`src/rtl/serial_cmd_pkg.sv`:
```
// Shared definitions for the serial command engine.
// Holds the opcode set, argument/reply length helpers, the NACK byte and
// the bit layout of the status readback byte.
package serial_cmd_pkg;

    typedef enum logic [7:0] {
        CMD_VERSION         = 8'd0,
        CMD_SET_OUTPUTS     = 8'd1,
        CMD_SET_PLL         = 8'd2,
        CMD_SET_PASSTHROUGH = 8'd3,
        CMD_SEND_HISTOGRAM  = 8'd4,
        CMD_SET_PMT_VETO    = 8'd5,
        CMD_RESET_PLL       = 8'd6,
        CMD_SET_TEST_INPUTS = 8'd7,
        CMD_GET_STATUS      = 8'd8
    } cmd_t;

    localparam logic [7:0] NACK_BYTE = 8'hEE;

    // Status byte 1 layout, LSB first
    localparam int unsigned ST_DRIVERS_EN  = 0;
    localparam int unsigned ST_VETO_LSB    = 1;
    localparam int unsigned ST_PASSTHROUGH = 4;
    localparam int unsigned ST_INT_PULSE   = 5;
    localparam int unsigned ST_EXT_PULSE   = 6;
    localparam int unsigned ST_PLL_CLK_SRC = 7;

    // Argument bytes following the opcode; unknown opcodes take none
    function automatic int unsigned arg_count(cmd_t cmd, int unsigned npll);
        case (cmd)
            CMD_SET_OUTPUTS, CMD_SET_PASSTHROUGH,
            CMD_SET_PMT_VETO, CMD_SET_TEST_INPUTS: arg_count = 1;
            CMD_SET_PLL:                           arg_count = npll + 1;
            default:                               arg_count = 0;
        endcase
    endfunction

    // Reply bytes; unknown opcodes answer with a single NACK
    function automatic int unsigned reply_len(cmd_t cmd, int unsigned nbins,
                                              int unsigned nextra, int unsigned binw);
        case (cmd)
            CMD_VERSION:        reply_len = 1;
            CMD_SEND_HISTOGRAM: reply_len = (nbins + nextra) * binw / 8 + 1;
            CMD_GET_STATUS:     reply_len = 2;
            CMD_SET_OUTPUTS, CMD_SET_PLL, CMD_SET_PASSTHROUGH, CMD_SET_PMT_VETO,
            CMD_RESET_PLL, CMD_SET_TEST_INPUTS: reply_len = 0;
            default:            reply_len = 1;
        endcase
    endfunction

endpackage

```
`src/rtl/serial_cmd_if.sv`:
```
// Byte-level UART link between the command engine and the rx/tx pair.
// rx_ready/rx_data: received byte strobe; tx_busy: transmitter busy;
// tx_start/tx_data: one-cycle transmit request with its byte.
interface serial_cmd_if;
    logic       rx_ready;
    logic [7:0] rx_data;
    logic       tx_busy;
    logic       tx_start;
    logic [7:0] tx_data;

    modport master (input rx_ready, rx_data, tx_busy, output tx_start, tx_data);
    modport slave  (output rx_ready, rx_data, tx_busy, input tx_start, tx_data);
endinterface

```
`src/rtl/hist_serializer.sv`:
```
// Histogram snapshot and byte stream source.
// capture: latch hist/hist_extra and clear the checksum; send: fold the
// current byte into the checksum; idx: byte index, idx==NHBYTES selects
// the checksum; byte_c: selected byte (combinational).
module hist_serializer #(
    parameter int unsigned NBINS  = 32,
    parameter int unsigned NEXTRA = 2,
    parameter int unsigned BINW   = 32,
    parameter int unsigned IW     = 8
) (
    input  logic                   clk,
    input  logic                   reset,
    input  logic                   capture,
    input  logic                   send,
    input  logic [IW-1:0]          idx,
    input  logic [NBINS*BINW-1:0]  hist,
    input  logic [NEXTRA*BINW-1:0] hist_extra,
    output logic [7:0]             byte_c
);
    localparam int unsigned NHBYTES = (NBINS + NEXTRA) * BINW / 8;
    localparam int unsigned BW      = (NHBYTES > 1) ? $clog2(NHBYTES) : 1;

    logic [NHBYTES-1:0][7:0] snap_q;
    logic [7:0]              csum_q;
    logic                    in_data_c;

    assign in_data_c = (idx < IW'(NHBYTES));

    // Extras sit above the bins so byte order falls out of the packing
    always_ff @(posedge clk or posedge reset) begin
        if (reset) begin
            snap_q <= '0;
            csum_q <= 8'h00;
        end else if (capture) begin
            snap_q <= {hist_extra, hist};
            csum_q <= 8'h00;
        end else if (send && in_data_c) begin
            csum_q <= csum_q ^ byte_c;
        end
    end

    always_comb begin
        byte_c = csum_q;
        if (in_data_c) byte_c = snap_q[idx[BW-1:0]];
    end
endmodule

```
`src/rtl/serial_cmd_engine.sv`:
```
// Byte-serial command processor between the UART and the trigger core.
// clk/reset: clock and async active-high reset; uart: rx/tx byte link;
// configuration outputs (line drivers, passthrough, veto, test pulses,
// PLL shifts/source with update strobe); hist/hist_extra: counters
// streamed on request; reset_hist: clear strobe after snapshot;
// cmd_error: strobe on unknown opcode or argument timeout.
module serial_cmd_engine
    import serial_cmd_pkg::*;
#(
    parameter int unsigned NBINS       = 32,
    parameter int unsigned BINW        = 32,
    parameter int unsigned NEXTRA      = 2,
    parameter int unsigned NPLL        = 6,
    parameter int unsigned TIMEOUT_CYC = 1000000,
    parameter logic [7:0]  VERSION     = 8'd24
) (
    input  logic                   clk,
    input  logic                   reset,
    serial_cmd_if.master           uart,
    output logic [7:0]             last_cmd,
    output logic                   disable_line_drivers,
    output logic                   enable_debug_outputs,
    output logic                   passthrough,
    output logic [2:0]             veto_pmt_last,
    output logic                   use_internal_test_pulse,
    output logic                   use_external_test_pulse,
    output logic                   update_pll,
    output logic                   pll_clk_src,
    output logic [8*NPLL-1:0]      pll_shifts,
    input  logic [NBINS*BINW-1:0]  hist,
    input  logic [NEXTRA*BINW-1:0] hist_extra,
    output logic                   reset_hist,
    output logic                   cmd_error
);
    localparam int unsigned NHBYTES = (NBINS + NEXTRA) * BINW / 8;
    localparam int unsigned KW      = $clog2(NHBYTES + 2);
    localparam int unsigned AW      = (NPLL + 1 > 1) ? $clog2(NPLL + 1) : 1;
    localparam int unsigned TW      = $clog2(TIMEOUT_CYC + 1);

    typedef enum logic [2:0] {
        S_IDLE, S_ARGS, S_EXEC, S_SNAP, S_TX_WAIT, S_TX_GAP, S_PLL_PULSE
    } state_t;

    state_t          state_q, state_d;
    cmd_t            cmd_c;
    logic [7:0]      args_q [NPLL+1];
    logic [AW-1:0]   arg_idx_q;
    logic [TW-1:0]   to_cnt_q;
    logic [KW-1:0]   k_q;
    logic [KW-1:0]   total_c;
    logic [7:0]      err_cnt;
    logic [1:0][7:0] reply_q;
    logic [7:0]      status_c;
    logic [7:0]      ser_byte_c;
    logic [7:0]      tx_byte_c;
    logic            timeout_c;
    logic            last_arg_c;
    logic            send_c;

    assign cmd_c      = cmd_t'(last_cmd);
    assign total_c    = KW'(reply_len(cmd_c, NBINS, NEXTRA, BINW));
    assign timeout_c  = (to_cnt_q == TW'(TIMEOUT_CYC - 1));
    assign last_arg_c = (arg_idx_q == AW'(arg_count(cmd_c, NPLL) - 1));
    assign send_c     = (state_q == S_TX_WAIT) && !uart.tx_busy;
    assign tx_byte_c  = (cmd_c == CMD_SEND_HISTOGRAM) ? ser_byte_c : reply_q[k_q[0]];

    always_comb begin
        status_c                      = 8'h00;
        status_c[ST_DRIVERS_EN]       = ~disable_line_drivers;
        status_c[ST_VETO_LSB +: 3]    = veto_pmt_last;
        status_c[ST_PASSTHROUGH]      = passthrough;
        status_c[ST_INT_PULSE]        = use_internal_test_pulse;
        status_c[ST_EXT_PULSE]        = use_external_test_pulse;
        status_c[ST_PLL_CLK_SRC]      = pll_clk_src;
    end

    hist_serializer #(.NBINS(NBINS), .NEXTRA(NEXTRA), .BINW(BINW), .IW(KW)) u_ser (
        .clk        (clk),
        .reset      (reset),
        .capture    (state_q == S_SNAP),
        .send       (send_c && (cmd_c == CMD_SEND_HISTOGRAM)),
        .idx        (k_q),
        .hist       (hist),
        .hist_extra (hist_extra),
        .byte_c     (ser_byte_c)
    );

    // State register
    always_ff @(posedge clk or posedge reset) begin
        if (reset) state_q <= S_IDLE;
        else       state_q <= state_d;
    end

    // Next-state logic
    always_comb begin
        state_d = state_q;
        case (state_q)
            S_IDLE: if (uart.rx_ready)
                state_d = (arg_count(cmd_t'(uart.rx_data), NPLL) != 0) ? S_ARGS : S_EXEC;
            S_ARGS: begin
                if (uart.rx_ready) begin
                    if (last_arg_c) state_d = S_EXEC;
                end else if (timeout_c) begin
                    state_d = S_IDLE;
                end
            end
            S_EXEC: begin
                case (cmd_c)
                    CMD_SET_PLL, CMD_RESET_PLL: state_d = S_PLL_PULSE;
                    CMD_SEND_HISTOGRAM:         state_d = S_SNAP;
                    CMD_VERSION, CMD_GET_STATUS: state_d = S_TX_WAIT;
                    CMD_SET_OUTPUTS, CMD_SET_PASSTHROUGH,
                    CMD_SET_PMT_VETO, CMD_SET_TEST_INPUTS: state_d = S_IDLE;
                    default:                    state_d = S_TX_WAIT;
                endcase
            end
            S_SNAP:      state_d = S_TX_WAIT;
            S_TX_WAIT:   if (!uart.tx_busy) state_d = S_TX_GAP;
            S_TX_GAP:    state_d = (k_q < total_c - KW'(1)) ? S_TX_WAIT : S_IDLE;
            S_PLL_PULSE: state_d = S_IDLE;
            default:     state_d = S_IDLE;
        endcase
    end

    // Datapath and registered outputs; strobes default low every cycle
    always_ff @(posedge clk or posedge reset) begin
        if (reset) begin
            last_cmd                <= 8'h00;
            disable_line_drivers    <= 1'b0;
            enable_debug_outputs    <= 1'b0;
            passthrough             <= 1'b0;
            veto_pmt_last           <= 3'b001;
            use_internal_test_pulse <= 1'b0;
            use_external_test_pulse <= 1'b0;
            update_pll              <= 1'b0;
            pll_clk_src             <= 1'b0;
            pll_shifts              <= '0;
            reset_hist              <= 1'b0;
            cmd_error               <= 1'b0;
            uart.tx_start           <= 1'b0;
            uart.tx_data            <= 8'h00;
            for (int i = 0; i <= NPLL; i++) args_q[i] <= 8'h00;
            arg_idx_q               <= '0;
            to_cnt_q                <= '0;
            k_q                     <= '0;
            err_cnt                 <= 8'h00;
            reply_q                 <= '0;
        end else begin
            uart.tx_start <= 1'b0;
            update_pll    <= 1'b0;
            reset_hist    <= 1'b0;
            cmd_error     <= 1'b0;
            case (state_q)
                S_IDLE: if (uart.rx_ready) begin
                    last_cmd  <= uart.rx_data;
                    arg_idx_q <= '0;
                    to_cnt_q  <= '0;
                    k_q       <= '0;
                end
                S_ARGS: begin
                    if (uart.rx_ready) begin
                        args_q[arg_idx_q] <= uart.rx_data;
                        arg_idx_q         <= arg_idx_q + AW'(1);
                        to_cnt_q          <= '0;
                    end else if (timeout_c) begin
                        cmd_error <= 1'b1;
                        if (err_cnt != 8'hFF) err_cnt <= err_cnt + 8'd1;
                    end else begin
                        to_cnt_q <= to_cnt_q + TW'(1);
                    end
                end
                S_EXEC: begin
                    case (cmd_c)
                        CMD_VERSION: reply_q[0] <= VERSION;
                        CMD_SET_OUTPUTS: begin
                            disable_line_drivers <= ~args_q[0][0];
                            enable_debug_outputs <= args_q[0][1];
                        end
                        CMD_SET_PLL: begin
                            for (int i = 0; i < NPLL; i++) pll_shifts[8*i +: 8] <= args_q[i];
                            pll_clk_src <= args_q[NPLL][0];
                            update_pll  <= 1'b1;
                        end
                        CMD_SET_PASSTHROUGH: passthrough <= |args_q[0];
                        CMD_SEND_HISTOGRAM: ;
                        CMD_SET_PMT_VETO: veto_pmt_last <= args_q[0][2:0];
                        CMD_RESET_PLL: begin
                            pll_shifts  <= '0;
                            pll_clk_src <= 1'b0;
                            update_pll  <= 1'b1;
                        end
                        CMD_SET_TEST_INPUTS: begin
                            use_internal_test_pulse <= args_q[0][0];
                            use_external_test_pulse <= args_q[0][1];
                        end
                        CMD_GET_STATUS: begin
                            reply_q[0] <= err_cnt;
                            reply_q[1] <= status_c;
                        end
                        default: begin
                            reply_q[0] <= NACK_BYTE;
                            cmd_error  <= 1'b1;
                            if (err_cnt != 8'hFF) err_cnt <= err_cnt + 8'd1;
                        end
                    endcase
                end
                S_SNAP: reset_hist <= 1'b1;
                S_TX_WAIT: if (!uart.tx_busy) begin
                    uart.tx_start <= 1'b1;
                    uart.tx_data  <= tx_byte_c;
                end
                S_TX_GAP: if (k_q < total_c - KW'(1)) k_q <= k_q + KW'(1);
                default: ;
            endcase
        end
    end
endmodule

```
`src/flat_wrapper.sv`:
```
// flat-port wrapper written by rule: the top's interface ports become plain ports
module serial_cmd_engine_flat import serial_cmd_pkg::*;
#(
    parameter int unsigned NBINS       = 32,
    parameter int unsigned BINW        = 32,
    parameter int unsigned NEXTRA      = 2,
    parameter int unsigned NPLL        = 6,
    parameter int unsigned TIMEOUT_CYC = 1000000,
    parameter logic [7:0]  VERSION     = 8'd24
)
  (clk, reset, last_cmd, disable_line_drivers, enable_debug_outputs, passthrough, veto_pmt_last, use_internal_test_pulse, use_external_test_pulse, update_pll, pll_clk_src, pll_shifts, hist, hist_extra, reset_hist, cmd_error, uart_rx_ready, uart_rx_data, uart_tx_busy, uart_tx_start, uart_tx_data);
  serial_cmd_if uart_i ();
  input  logic clk;
  input  logic reset;
  output logic [7:0] last_cmd;
  output logic disable_line_drivers;
  output logic enable_debug_outputs;
  output logic passthrough;
  output logic [2:0] veto_pmt_last;
  output logic use_internal_test_pulse;
  output logic use_external_test_pulse;
  output logic update_pll;
  output logic pll_clk_src;
  output logic [8*NPLL-1:0] pll_shifts;
  input  logic [NBINS*BINW-1:0] hist;
  input  logic [NEXTRA*BINW-1:0] hist_extra;
  output logic reset_hist;
  output logic cmd_error;
  input wire logic [$bits(uart_i.rx_ready)-1:0] uart_rx_ready;
  input wire logic [$bits(uart_i.rx_data)-1:0] uart_rx_data;
  input wire logic [$bits(uart_i.tx_busy)-1:0] uart_tx_busy;
  output wire logic [$bits(uart_i.tx_start)-1:0] uart_tx_start;
  output wire logic [$bits(uart_i.tx_data)-1:0] uart_tx_data;
  assign uart_i.rx_ready = uart_rx_ready;
  assign uart_i.rx_data = uart_rx_data;
  assign uart_i.tx_busy = uart_tx_busy;
  assign uart_tx_start = uart_i.tx_start;
  assign uart_tx_data = uart_i.tx_data;
  serial_cmd_engine #(.NBINS(NBINS), .BINW(BINW), .NEXTRA(NEXTRA), .NPLL(NPLL), .TIMEOUT_CYC(TIMEOUT_CYC), .VERSION(VERSION)) u_core (.clk(clk), .reset(reset), .uart(uart_i), .last_cmd(last_cmd), .disable_line_drivers(disable_line_drivers), .enable_debug_outputs(enable_debug_outputs), .passthrough(passthrough), .veto_pmt_last(veto_pmt_last), .use_internal_test_pulse(use_internal_test_pulse), .use_external_test_pulse(use_external_test_pulse), .update_pll(update_pll), .pll_clk_src(pll_clk_src), .pll_shifts(pll_shifts), .hist(hist), .hist_extra(hist_extra), .reset_hist(reset_hist), .cmd_error(cmd_error));
endmodule
```
`config.mk`:
```
export PLATFORM = sky130hd
export DESIGN_NAME = serial_cmd_engine_flat
export DESIGN_NICKNAME = d
export VERILOG_FILES = /design/src/rtl/serial_cmd_pkg.sv /design/src/rtl/serial_cmd_if.sv /design/src/rtl/hist_serializer.sv /design/src/rtl/serial_cmd_engine.sv /design/src/flat_wrapper.sv
export SDC_FILE = /design/constraint.sdc
export NUM_CORES = 2
export LEC_CHECK = 0
export ABC_AREA = 1
export CAP_MARGIN = 20
export CORE_AREA = 10 10 455 457
export CTS_BUF_LIST = sky130_fd_sc_hd__clkbuf_4 sky130_fd_sc_hd__clkbuf_8
export DETAILED_ROUTE_END_ITERATION = 7
export DIE_AREA = 0 0 465 467
export PLACE_DENSITY_LB_ADDON = 0.15
export SLEW_MARGIN = 10
export SYNTH_ARGS = -nofsm -noshare
export SYNTH_HDL_FRONTEND = slang
export SYNTH_SLANG_ARGS = --single-unit
export TNS_END_PERCENT = 100
```
`constraint.sdc`:
```
create_clock -name clk -period 62.9 [get_ports clk]
set_input_delay 9.435 -clock clk [delete_from_list [all_inputs] [get_ports clk]]
set_output_delay 9.435 -clock clk [all_outputs]
set_load 0.01 [all_outputs]
```
Word-level counts from Yosys, hierarchy flattened --
Memories as Yosys holds them, arrays and structs flattened. Cells that the tools add are included.
Cells by class: $add $sub $neg 6, $lt $le $gt $ge 6, equality and inequality tests 31, mux-type cells 52, bitwise operators 6, reduce and logical (&&, ||, !) cells 35
Operators by type and width (count):
- $mux W8 | 15
- $pmux W48 S2 | 1
- $bmux W8 S8 | 1
- $mux W32 | 2
- $mux W20 | 3
- $bwmux W56 | 1
- $eq A8 B3 Y1 const B | 6
- $pmux W20 S2 | 1
- $eq A8 B2 Y1 const B | 4
- $pmux W8 S2 | 2
- $reduce_bool A32 Y1 | 1
- $mux W3 | 9
- $demux W8 S3 | 1
- $pmux W8 S3 | 1
- $add A20 B1 Y20 const B | 1
- $eq A20 B20 Y1 const B | 1
- $reduce_and A2 Y1 | 10
- $pmux W3 S2 | 3
- $pmux W3 S6 | 1
- $add A8 B1 Y8 const B | 2
- $eq A8 B1 Y1 const B | 2
- $ne A2 B2 Y1 const B | 5
- $reduce_bool A2 Y1 | 5
- $lt A8 B9 Y1 const B | 1
- other kinds (35) | 57
Storage, ports and cells: register bits after elaboration 1287, bits in read-only memories 112, bits of input ports 1100, word-level logic and storage cells 303, memories 2
Memories:
- (name not given) | depth 16, bits a word 4, read ports 1, clocked after memory_dff 0, wr ports 0, RTL line serial_cmd_pkg.sv:41 | case (cmd)
- (name not given) | depth 16, bits a word 3, read ports 1, clocked after memory_dff 0, wr ports 0, RTL line serial_cmd_engine.sv:108 | case (cmd_c)

Longest topological paths before layout --
word-level depth 9, depth in mapped cells 22, mapped depth without buffers 19

Hierarchy --
Synthesis repeated with hierarchy kept, for this count alone.
Unflattened totals: cells, all modules 7966, area, all modules 60853.4 um2
By module, submodules not included:
- hist_serializer | times used 1, cells each 6967, area an instance 52228.8 um2, seq. area each 27426.3 um2
- serial_cmd_engine | times used 1, cells each 999, area an instance 8624.5 um2, seq. area each 4605.7 um2

Least setup slack after synthesis --
Ideal clock, no wire load.
path kind input to register, start input port uart_tx_busy, end register u_core.u_ser.csum_q[0], setup time 0.119 ns, arrival time 10.463 ns, data required time 62.781 ns, slack 52.318 ns, stages on the path 7, path buffers 1, cells stage by stage nor2_2 > clkinv_1 > o31ai_4 > buf_2 > nand3_1 > nand2_1 > nor2_1
Between the ends: cells in the longest elaborated chain, start to end 5
Ends and longest elaborated chain:
- start: declaration | RTL line flat_wrapper.sv:31 | input wire logic [$bits(uart_i.tx_busy)-1:0] uart_tx_busy;
- $logic_not A1 Y1 | RTL line serial_cmd_engine.sv:64 | assign send_c = (state_q == S_TX_WAIT) && !uart.tx_busy;
- $logic_and A1 B1 Y1 | RTL line serial_cmd_engine.sv:64
- $logic_and A1 B1 Y1 | RTL line serial_cmd_engine.sv:81 | .send (send_c && (cmd_c == CMD_SEND_HISTOGRAM)),
- $logic_and A1 B1 Y1 | RTL line hist_serializer.sv:37 | end else if (send && in_data_c) begin
- $reduce_bool A2 Y1 (no line)
- end signal: assignment | RTL line hist_serializer.sv:38 | csum_q <= csum_q ^ byte_c;
- end: declaration | RTL line hist_serializer.sv:24 | logic [7:0] csum_q;
Every way passes these cells. A chain may end at the register's enable or synchronous reset.

==> flow_summary_export.csv <==
group,metric,value,unit
pwr,p_int,2.14,mW
logic_synthesis,yosys.area.top_type,"dfrtp_1",
clock_network,cts_tree,"built",
critical_path,path_cells,"clkdlybuf4s50_1 -> inv_8 -> buf_4 -> buf_4 -> buf_4",
finish,fillers,20700,
worst_hold_path,hp-class,"flip-flop to flip-flop",
sta,fmax,0.0832,GHz
critical_path,critical_path_buf_inv_count,5,
clock_network,clock_tree.buffer_depth,3,
pwr,seq_power_share,37.5,%
logic_synthesis,syn_area,61300,µm²
finish,final_common_cell,"nand2_1",
logic_synthesis,synthDistinctLibCells,46,
detailed_routing,via_count,56900,
logic_synthesis,muxShareOfSynthArea,0,%
clock_network,ctsHoldBuffers,0,
logic_synthesis,syn_area_per_cell,7.67,µm²
placed_design,gp_congestion,0.860,
pwr,p_leak,36.8,nW
critical_path,cp_common_cell,"buf_4",
logic_synthesis,ys_ff_latch,1280,
critical_path,critPathSlowestCell,"buf_4",
job,cap_violations,0,
floorplan,row_count,164,
sta,hold_viol_final,0,
logic_synthesis,synth_edf_count,0,
sta,setup_viol,0,
critical_path,critPathTopFamily,"buffers and inverters",
clock_network,clock_sinks,1280,
floorplan,fp.coreArea,198000,µm²
detailed_routing,drc_errors,2,
logic_synthesis,synthAdderAreaFrac,0.266,%
sta,hold_ws,464,ps
clock_network,clk_latency,960,ps
pwr,comb_power_share,38.3,%
detailed_routing,avgViaCountPerCell,4.79,
floorplan,dieArea,217000,µm²
floorplan,die_x,465,µm
finish,final-seq-area,32000,µm²
logic_synthesis,synthFlopType,"dfrtp_1",
critical_path,cp.arrival,12910,ps
critical_path,slowest_delay,880,ps
global_routing,antenna_found_initial,130,
detailed_routing,routedWlPerCell,23.7,µm
sta,max_slew_margin,9.56,%
floorplan,initial_utilization,30.9,%
logic_synthesis,synth_top_family_by_area,"simple AND/OR/NAND/NOR gates",
placed_design,dpl_worst_slack,49770,ps
sta,fin_ws,50880,ps
sta,skew,56.9,ps
pwr,p_per_area,45.0,nW/µm²
critical_path,critPathCaptureType,"asynchronous set/reset pin",
finish,area_growth,30.3,%
run_status,status,"complete, but fails checks",
logic_synthesis,yosys.area_share.simple,23.6,%
global_routing,grt_max_degree,245,
finish,final_core_util,40.2,%
logic_synthesis,synth_compound_area_share,13.0,%
pwr,swShare,40.4,%
critical_path,rrSetupSlack,58050,ps
finish,drive_gt1_share,5.69,%
global_routing,grt_overflow,0,
sta,finalMaxSlewViolations,0,
detailed_routing,drt_wl_total,282000,µm
global_routing,track_usage,25.0,%
critical_path,cp_max_fo,79,
detailed_routing,dr.first_iter.drc_count,4947,
clock_network,post_cts_buffers,0,
logic_synthesis,synth.net_count,9101,
sta,tns,0,ps
clock_network,clk_pin_slew,60,ps
clock_network,htree_levels,4,
global_routing,grt_pass1_wl,403000,µm
logic_synthesis,synth_top_area_share,52.2,%
logic_synthesis,syn_inst,7988,
sta,grt_setup_unrepaired,"no",
finish,multi_input_area,22800,µm²
floorplan,io_pins,1177,
clock_network,post_cts_resized,0,
detailed_routing,firstDrtPassIters,8,
finish,fin_nets,10100,
logic_synthesis,synth-warning-count,0,
floorplan,die_h,467,µm
pwr,pwr-share-clk,24.2,%
clock_network,clock-root-buffer,"clkbuf_8",
pwr,netSwitchingPower,1.45,mW
pwr,peakVddDrop,34.7,µV
clock_network,cts_buffers,233,
sta,min_period_over_period,19.1,%
sta,worst_slew_pin_slew,1360,ps
run_status,violations,"design-rule violations",
sta,period_needed,12020,ps
finish,final_cell_mix,"2,873 x nand2_1, 1,276 x dfrtp_1, 1,176 x clkdlybuf4s50_1",
detailed_routing,ant_nets,0,
global_routing,grt_pass1_vias,56400,
critical_path,critPathRequiredTime,63790,ps
logic_synthesis,yosys.area_share.xor_xnor,0.257,%
placed_design,port_buffers,1176,
logic_synthesis,ys_seq_area_share,52.3,%
logic_synthesis,synthArstFlopShare,100,%
logic_synthesis,yosys-top-cells-area,"dfrtp_1 52%, nand2_1 18%, o21ai_0 9.5%, inv_1 6.4%, nand3_1 4.7%",
critical_path,criticalPathCategory,"input pin to asynchronous set/reset pin",
placed_design,dpl.hpwl,204000,µm
critical_path,startpoint_type,"input pin",
-- path summary, 6_finish.rpt --
check                                                startpoint                                   end  cells past startpoint
min                        u_core.u_ser.snap_q[516]$_DFFE_PP0P_  u_core.u_ser.snap_q[516]$_DFFE_PP0P_                      2
max                                                       reset  u_core.u_ser.snap_q[630]$_DFFE_PP0P_                      5
min reg2reg                u_core.u_ser.snap_q[516]$_DFFE_PP0P_  u_core.u_ser.snap_q[516]$_DFFE_PP0P_                      2
min in group asynchronous                                 reset  u_core.u_ser.snap_q[156]$_DFFE_PP0P_                      2
max reg2reg                           u_core.k_q[1]$_DFFE_PP0P_    u_core.u_ser.csum_q[5]$_DFFE_PP0P_                     16
max in group clk                 u_core.last_cmd[2]$_DFFE_PP0P_                           last_cmd[2]                      1
-- sequential cells by signal, summed over array words and instances, names as in the netlist, 8 cells and up --
register             cells
u_core.err_cnt           8
u_core.u_ser.snap_q   1088
u_core.pll_shifts       48
u_core.u_ser.csum_q      8
u_core.last_cmd          8
u_core.reply_q          16
u_core.uart.tx_data      8
u_core.to_cnt_q         20
u_core.k_q               8
u_core.args_q           49
-- per-stage QoR --
step                      instance area (µm²)  std cells  power, mW
after floorplan                         61300       7988       2.26
after global placement                  74500      11400       2.72
after detailed placement                74500      11400       2.75
after CTS                               79600      11800       3.64
after global routing                    79800      11800       3.88
final                                   79800      11900       3.59
-- worst reg2reg max path, delay by kind of cell (launching register included) --
family	cells	cell delay [ps]
buf+inv	3	2190
simple gates	11	1500
flops	1	740
compound gates	2	330
-- power by group through the flow --
stage / logic [mW] / registers (mW) / clock network (mW)
3_3_place_gp: 1.37 / 1.35 / 0
4_1_cts: 1.40 / 1.35 / 0.893
6_report: 1.37 / 1.35 / 0.869
5_1_grt: 1.56 / 1.39 / 0.930
2_1_floorplan: 0.920 / 1.34 / 0
3_5_place_dp: 1.39 / 1.36 / 0
-- synth_stat cells (4+ instances only) --
cell and instances:
nand2_1 2873, dfrtp_1 1279, o21ai_0 1168, inv_1 1038, nand3_1 575, clkbuf_1 213, buf_2 191, a21oi_1 171
nor2_1 116, o211ai_1 113, buf_4 41, buf_6 32, nand4_1 21, buf_1 20, o21ai_1 16, nor3_1 15
xor2_1 14, ha_1 13, a31oi_1 12, clkinv_1 8, a32o_1 7, inv_2 6, nor2_2 5, o211ai_2 5
nor4_1 4, xnor2_1 4
-- per-layer routing --
layer | up-vias | track usage (%) | part of all wire, % | wire length [µm]
met5 | - | 0 | 0.17 | 476
met4 | 70 | 10.1 | 3.5 | 9910
met3 | 469 | 6.56 | 7.2 | 20300
met2 | 1942 | 40.4 | 47 | 133000
met1 | 27300 | 31.8 | 42 | 118000
li1 | 27100 | - | - | -
-- cell type report --
class,count,share of cell area [%]
flip-flops and latches,1280,40.1
multi-input cells,5155,28.5
repair buffers,1239,15.6
clock buffers,382,5.96
inverters,1053,5.01
well taps,2656,4.16
clock inverters,37,0.444
diodes,63,0.198
-- kinds of logic after synthesis --
logic type               Yosys count
AO/OA/AOI/OAI                   1506
XOR/XNOR                          18
adder cells (fa/ha/maj)           13
flip-flops                      1280
AND/OR/NAND/NOR                 3618
buffers and inverters           1553
Power figures use the tool's default switching activity.
